## src/rtl/speaker_tone.sv

```systemverilog
// Parking-sensor sounder: square-wave tone at a note-dependent pitch, gated into
// beeps whose silent gap scales with the latched obstacle distance.
module speaker_tone #(
    parameter int HALF_MAX    = 113636,
    parameter int HALF_STEP   = 4000,
    parameter int BEEP_ON_CYC = 5000000,
    parameter int GAP_PER_CM  = 100000,
    parameter int CONT_CM     = 10,
    parameter int MUTE_CM     = 400
) (
    input  logic       clk_100MHz,
    input  logic       reset,
    input  logic       enable,
    input  logic [8:0] distance_cm,
    input  logic [4:0] speaker_note,
    output logic       speaker_out,
    output logic       beep_active
);

    typedef enum logic [1:0] {IDLE, TONE, GAP} state_t;

    localparam logic [16:0] HALF_MAX_W   = 17'(HALF_MAX);
    localparam logic [16:0] HALF_STEP_W  = 17'(HALF_STEP);
    localparam logic [22:0] BURST_LAST   = 23'(BEEP_ON_CYC - 1);
    localparam logic [26:0] GAP_PER_CM_W = 27'(GAP_PER_CM);
    localparam logic [8:0]  CONT_W       = 9'(CONT_CM);
    localparam logic [9:0]  MUTE_W       = 10'(MUTE_CM);

    state_t      state, state_n;
    logic [16:0] tone_cnt, tone_cnt_n;
    logic [22:0] burst_cnt, burst_cnt_n;
    logic [26:0] gap_cnt, gap_cnt_n;
    logic [4:0]  note_l, note_l_n;
    logic [8:0]  dist_l, dist_l_n;
    logic        spk_n, beep_n;

    logic        in_valid;
    logic [4:0]  note_clamp;
    logic [16:0] half_l;
    logic        tone_wrap;
    logic        burst_end;
    logic [26:0] gap_load;

    // distance 0 means "no echo yet", so it is silent just like out-of-range
    assign in_valid   = enable && (distance_cm != 9'd0) && ({1'b0, distance_cm} < MUTE_W);
    assign note_clamp = (speaker_note > 5'd16) ? 5'd16 : speaker_note;
    assign half_l     = HALF_MAX_W - HALF_STEP_W * {12'd0, note_l};

    // >= rather than == so a continuous-mode re-latch to a shorter half-period
    // cannot leave tone_cnt stranded above the new terminal count
    assign tone_wrap  = (tone_cnt >= (half_l - 17'd1));
    assign burst_end  = (burst_cnt == BURST_LAST);

    // counted down to 0 inclusive, hence the -1 to get exactly dist*GAP cycles
    assign gap_load   = GAP_PER_CM_W * {18'd0, dist_l} - 27'd1;

    always_comb begin
        state_n     = state;
        tone_cnt_n  = tone_cnt;
        burst_cnt_n = burst_cnt;
        gap_cnt_n   = gap_cnt;
        note_l_n    = note_l;
        dist_l_n    = dist_l;
        spk_n       = speaker_out;
        beep_n      = beep_active;

        case (state)
            IDLE: begin
                spk_n       = 1'b0;
                beep_n      = 1'b0;
                tone_cnt_n  = '0;
                burst_cnt_n = '0;
                gap_cnt_n   = '0;
                if (in_valid) begin
                    note_l_n = note_clamp;
                    dist_l_n = distance_cm;
                    state_n  = TONE;
                    spk_n    = 1'b1;
                    beep_n   = 1'b1;
                end
            end

            TONE: begin
                if (!enable) begin
                    state_n     = IDLE;
                    spk_n       = 1'b0;
                    beep_n      = 1'b0;
                    tone_cnt_n  = '0;
                    burst_cnt_n = '0;
                    gap_cnt_n   = '0;
                end else begin
                    if (tone_wrap) begin
                        tone_cnt_n = '0;
                        spk_n      = ~speaker_out;
                    end else begin
                        tone_cnt_n = tone_cnt + 17'd1;
                    end

                    if (!burst_end) begin
                        burst_cnt_n = burst_cnt + 23'd1;
                    end else if (!in_valid) begin
                        state_n     = IDLE;
                        spk_n       = 1'b0;
                        beep_n      = 1'b0;
                        tone_cnt_n  = '0;
                        burst_cnt_n = '0;
                        gap_cnt_n   = '0;
                    end else if (dist_l < CONT_W) begin
                        // continuous: new burst, tone phase runs on untouched
                        note_l_n    = note_clamp;
                        dist_l_n    = distance_cm;
                        burst_cnt_n = '0;
                    end else begin
                        state_n     = GAP;
                        spk_n       = 1'b0;
                        beep_n      = 1'b0;
                        tone_cnt_n  = '0;
                        burst_cnt_n = '0;
                        gap_cnt_n   = gap_load;
                    end
                end
            end

            GAP: begin
                if (!enable) begin
                    state_n     = IDLE;
                    spk_n       = 1'b0;
                    beep_n      = 1'b0;
                    tone_cnt_n  = '0;
                    burst_cnt_n = '0;
                    gap_cnt_n   = '0;
                end else if (gap_cnt != 27'd0) begin
                    gap_cnt_n = gap_cnt - 27'd1;
                end else if (in_valid) begin
                    note_l_n    = note_clamp;
                    dist_l_n    = distance_cm;
                    state_n     = TONE;
                    spk_n       = 1'b1;
                    beep_n      = 1'b1;
                    tone_cnt_n  = '0;
                    burst_cnt_n = '0;
                end else begin
                    state_n = IDLE;
                end
            end

            default: begin
                state_n     = IDLE;
                spk_n       = 1'b0;
                beep_n      = 1'b0;
                tone_cnt_n  = '0;
                burst_cnt_n = '0;
                gap_cnt_n   = '0;
            end
        endcase
    end

    always_ff @(posedge clk_100MHz or negedge reset) begin
        if (!reset) begin
            state       <= IDLE;
            tone_cnt    <= '0;
            burst_cnt   <= '0;
            gap_cnt     <= '0;
            note_l      <= '0;
            dist_l      <= '0;
            speaker_out <= 1'b0;
            beep_active <= 1'b0;
        end else begin
            state       <= state_n;
            tone_cnt    <= tone_cnt_n;
            burst_cnt   <= burst_cnt_n;
            gap_cnt     <= gap_cnt_n;
            note_l      <= note_l_n;
            dist_l      <= dist_l_n;
            speaker_out <= spk_n;
            beep_active <= beep_n;
        end
    end

endmodule

```

## config.mk

```make
export PLATFORM = sky130hd
export DESIGN_NAME = speaker_tone
export DESIGN_NICKNAME = d
export VERILOG_FILES = /design/src/rtl/speaker_tone.sv
export SDC_FILE = /design/constraint.sdc
export NUM_CORES = 1
export LEC_CHECK = 0
export ABC_AREA = 1
export CORE_ASPECT_RATIO = 1.4
export CORE_MARGIN = 5
export CORE_UTILIZATION = 60
export CTS_BUF_LIST = sky130_fd_sc_hd__clkbuf_8
export CTS_CLUSTER_DIAMETER = 40
export CTS_CLUSTER_SIZE = 25
export DETAILED_ROUTE_END_ITERATION = 12
export PLACE_DENSITY = 0.76
export SLEW_MARGIN = 20
export SYNTH_ARGS = -nofsm -noshare
export SYNTH_HDL_FRONTEND = slang
export SYNTH_SLANG_ARGS = --single-unit
```

## constraint.sdc

```tcl
create_clock -name clk_100MHz -period 6.4 [get_ports clk_100MHz]
set_input_delay 1.6 -clock clk_100MHz [delete_from_list [all_inputs] [get_ports clk_100MHz]]
set_output_delay 1.6 -clock clk_100MHz [all_outputs]
set_load 0.03 [all_outputs]
```

# Word-level counts from Yosys, hierarchy flattened
# Cells that the tools add are included.
[totals]
out_inout_bits = 2
register_bits = 85
elab_cells = 110
[op_classes]
n_addsub = 6
n_mul = 2
reduce_logical = 11
n_eq_ne = 15
mux = 63
n_bitwise = 1
order_cmp = 4
[op_table]
columns = ["operator", "n"]
rows = [
  ["two-way mux 27 bit", 6],
  ["two-way mux 17 bit", 8],
  ["two-way mux 23 bit", 5],
  ["two-way mux 9 bit", 7],
  ["one-hot mux 27 bit (2 select lines)", 1],
  ["one-hot mux 23 bit (2 select lines)", 1],
  ["two-way mux 5 bit", 8],
  ["one-hot mux 17 bit (2 select lines)", 1],
  ["one-hot mux 9 bit (3 select lines)", 1],
  ["nonzero test 27 bit", 1],
  ["subtractor 26 x 1 -> 27 bit, second input constant", 1],
  ["subtractor 27 x 1 -> 27 bit, second input constant", 1],
  ["adder 23 x 1 -> 23 bit, second input constant", 1],
  ["equality test 23 bit, second input constant", 1],
  ["multiplier 12 x 9 -> 21 bit, first input constant", 1],
  ["adder 17 x 1 -> 17 bit, second input constant", 1],
  ["greater-or-equal comparator 17 bit", 1],
  ["subtractor 17 x 1 -> 17 bit, second input constant", 1],
  ["subtractor 17 bit, first input constant", 1],
  ["one-hot mux 5 bit (3 select lines)", 1],
  ["two-way mux 1 bit", 14],
  ["two-way mux 2 bit", 7],
  ["inequality test 2 bit, second input constant", 7],
  ["multiplier 7 x 5 -> 12 bit, first input constant", 1],
  ["18 further kinds", 24],
]

# Depth between registers and ports, before layout
[depth]
ltp_word = 10
mapped_depth = 28

# Worst setup path after synthesis
# OpenSTA, ideal clock, no wires.
[synth_path]
path_kind = "reg2reg"
startpoint = "register note_l[3]"
endpoint = "register tone_cnt[9]"
arrival_ns = 4.614
path_stages_with_launch = 28
path_buffers = 0
setup_time_ns = 0.088
setup_slack_ns = 1.698
required_ns = 6.312
synth_period_minus_slack_ns = 4.702
cell_sequence = "dfrtp_1 > fa_1 > fa_1 > inv_1 > fa_1 > inv_1 > ha_1 > nand3_1 > nand3_1 > nand2_1 > nand2_1 > nand2_1 > nand2_1 > or2_2 > nand2_1 > nand2_1 > nand2_1 > xor2_1 > ha_1 > nand2_1 > nor2_1 > a211oi_1 > nand2_1 > nor2_4 > inv_2 > nand2_4 > inv_2 > nor3b_1"
[synth_via]
elab_chain_cells = 10
[synth_lines]
columns = ["element", "line", "source"]
rows = [
  ["from (decl)", "33", "logic [4:0] note_l, note_l_n;"],
  ["from (signal assigned)", "173", "note_l <= note_l_n;"],
  ["multiplier 7 x 5 -> 12 bit *", "47", "assign half_l = HALF_MAX_W - HALF_STEP_W * {12'd0, note_l};"],
  ["subtractor 17 bit *", "47", ""],
  ["subtractor 17 x 1 -> 17 bit *", "51", "assign tone_wrap = (tone_cnt >= (half_l - 17'd1));"],
  ["greater-or-equal comparator 17 bit *", "51", ""],
  ["two-way mux 17 bit *", "92", "if (tone_wrap) begin"],
  ["two-way mux 17 bit", "108", "end else if (dist_l < CONT_W) begin"],
  ["two-way mux 17 bit", "101", "end else if (!in_valid) begin"],
  ["two-way mux 17 bit *", "99", "if (!burst_end) begin"],
  ["two-way mux 17 bit *", "84", "if (!enable) begin"],
  ["one-hot mux 17 bit (2 select lines) *", "67", "case (state)"],
  ["to (signal assigned)", "170", "tone_cnt <= tone_cnt_n;"],
  ["to (decl)", "30", "logic [16:0] tone_cnt, tone_cnt_n;"],
]
# Mark *: on every way between the ends. The rest lies on a longest branch, timed or not.
# A chain may end at the register's enable or synchronous reset.

# Worst setup path after layout
# Ends and elaborated chain as after synthesis.

==> results by group <==
Global routing
  • Pin count of the biggest net entering global routing: 54
  • First-pass GRT wire length: around 34000 microns
  • Initial antenna violation count: 0
  • Total global-route track usage: between 20% and 30%
  • Grt total ovfl: 0
  • Vias in the first global route: 7775

Clock network
  • Clock Tree Root: clkbuf_8
  • # clock sinks: 85
  • Clock latency on the worst-skew pair: 360 ps
  • Htree depth: 3
  • CTS Buf Count: 9
  • Clock buffer depth: 2
  • Post-CTS setup buffers: 0
  • Resize count post-CTS: 0
  • Clock Pin Slew Worst Setup and Hold Paths: about 90 ps
  • TritonCTS clock tree: yes
  • Hold buffer count at CTS: 0

Place
  • Routability congestion estimate: between 0.8 and 0.9
  • Hpwl dp: around 16000 microns
  • Port Buffers: 18
  • Placed cell areas: approximately 9100 sq um
  • Dpl ws: between 1000 and 1500 ps

Synth
  • Top cells by count, synth: nand2_1, inv_1, nor2_1
  • Synth top area share: between 20% and 30%
  • Syn_area_per_cell: 6.958 sq um
  • Seq/Total Area, Yosys: 24.36%
  • Yosys cell types: 49
  • Synthesized area: 8732 sq um
  • Cells after synthesis: about 1300
  • Top FF cell, synth: dfrtp_1
  • Ys async rst share: 100.0%
  • Synth Register Bits: 85
  • Count leader, synth: nand2_1
  • Post-synth EDFFs: 0
  • Synthesized net count: about 1400
  • Synthesis warning total: 0
  • Top post-synthesis cells by area: dfrtp_1, ha_1, nand2_1
  • Area leader, netlist: dfrtp_1

Die
  • Die height: about 150 microns
  • Total die area: between 15000 and 20000 sq um
  • Ports: 19
  • Core Region: 14380 sq um
  • Floorplan row count: 52
  • Starting density of the core: roughly three fifths
  • Die width: roughly 110 microns

Final layout
  • Fraction of layout cells with a size suffix above 1: 3.774%
  • Post-route cell area: roughly 9300 sq um
  • Fillcell total: about 1300
  • Layout area overhead: 6.176%
  • Final Net Count: ~1400
  • ANT cells: 0

Drt
  • Routed Antenna Nets: 0
  • Residual DRC: 0
  • Vias per cell: roughly 5.4
  • DRT Wirelength: ~20000 microns
  • DR iter-0 viols: between 500 and 600
  • Total number of vias: approximately 8000
  • WL/cell: between 10 and 15 microns
  • DRT Pass-1 Iters: 5

Timing
  • Fmax: just under 200 MHz
  • Final hold viol count: 0
  • Slew margin rel.: 33.37%
  • Tmin final: between 5000 and 6000 ps
  • Max-slew violation count: 0
  • Final period utilization: 79.81%
  • Setup TNS: 0 ps
  • Worst slew pin tran: ~1000 ps
  • Worst Setup Slack, final: ~1300 ps
  • Final setup viols: 0
  • Worst Hold Slack: about 510 ps
  • Final Skew: between 10 and 15 ps
  • RSZ-0062 raised after global routing: false

Worst setup path
  • CP arrival: roughly 5400 ps
  • Peak fanout along the critical path: 10
  • CP Launch Type: flop
  • CP Class: flop to flop
  • Crit. End Element: flop
  • Critical Path RT: between 6000 and 7000 ps

Run status
  • Outcome: complete, no violations

Min path
  • HP Class: flop to flop

Run
  • Max Cap Violations: 0
[cell usage in the layout, fill, tap and decap left out, types with 5 or more instances in the layout]
cell | synthesis | final
nand2_1 | 295 | 295
inv_1 | 234 | 234
nor2_1 | 107 | 107
ha_1 | 102 | 102
nand3_1 | 95 | 95
dfrtp_1 | 85 | 85
o21ai_0 | 66 | 66
a21oi_1 | 56 | 56
fa_1 | 27 | 27
xor2_1 | 26 | 26
nor3_1 | 23 | 23
nand4_1 | 23 | 23
clkdlybuf4s50_1 | 0 | 17
o22ai_1 | 12 | 12
clkbuf_8 | 0 | 11
xnor2_1 | 9 | 9
a31oi_1 | 9 | 9
nor4_1 | 8 | 8
o21ai_1 | 7 | 7
nor2_4 | 5 | 5
inv_2 | 5 | 5
buf_4 | 1 | 5
[path summary, 6_finish.rpt]
kind	from	end	slack [ps]	depth (start not counted)
min	gap_cnt[23]	gap_cnt[23]	510	2
max reg2reg	note_l[3]	tone_cnt[9]	1290	27
max	note_l[3]	tone_cnt[9]	1290	27
min in group asynchronous	reset	note_l[2]	1180	1
min reg2reg	gap_cnt[23]	gap_cnt[23]	510	2
max in group asynchronous	reset	dist_l[8]	4180	2
[metrics by stage]
step | instances | utilization (%)
floorplan | 1255 | -
global placement | 1445 | 63.02
detailed placement | 1445 | 63.02
CTS | 1461 | 64.48
global route | 1461 | 64.48
finish | 1461 | 64.48
[worst max-delay path, cell delays in order (launching register included)]
cell      delay (ps)
dfrtp_1          480
fa_1             590
fa_1             540
inv_1             50
fa_1             490
inv_1             50
ha_1             330
nand3_1          100
nand3_1          100
nand2_1           80
nand2_1           50
nand2_1           50
nand2_1           60
or2_2            270
nand2_1           90
nand2_1           90
nand2_1           80
xor2_1           150
ha_1             260
nand2_1           90
nor2_1            50
a211oi_1         240
nand2_1          160
nor2_4           160
inv_2             60
nand2_4          120
inv_2             70
nor3b_1          160
[layout make-up]
type                       instances  area [sq um]  area share [%]
multi-input combinational        910          5593           60.32
sequential                        85          2127           22.94
inverter                         239         897.1           9.676
tap                              189         236.5           2.551
timing repair buffer              22         207.7           2.240
clock buffer                      11         151.4           1.633
clock inverter                     5         58.81          0.6343
[state kept, by name, summed over array words and instances (netlist names)]
signal	flops
dist_l	9
speaker_out	1
gap_cnt	27
state	2
burst_cnt	23
beep_active	1
note_l	5
tone_cnt	17
[per-layer routing]
layer / share of wire, % / routed length (microns) / global-route usage (%) / vias to the layer above
met5: 0 / 0 / 0 / -
li1: - / - / - / 4044
met3: 2.5 / 500 / 2.622 / 37
met4: 3.3 / 658 / 9.221 / 0
met2: 54 / 10770 / 45.31 / 149
met1: 41 / 8132 / 26.68 / 3696
[cells by family (layout without fill, tap and decap cells)]
family | Yosys count | after routing | synth area share (%)
flip-flops | 85 | 85 | 24.36
AND/OR/NAND/NOR | 579 | 579 | 28.94
AO/OA/AOI/OAI | 167 | 167 | 10.79
XOR/XNOR | 35 | 35 | 3.511
buffers and inverters | 260 | 277 | 11.59
adder cells (fa/ha/maj) | 129 | 129 | 20.81
Power is not shown: default switching activity piles up to over one toggle a cycle in this logic, so the estimate is an artifact.
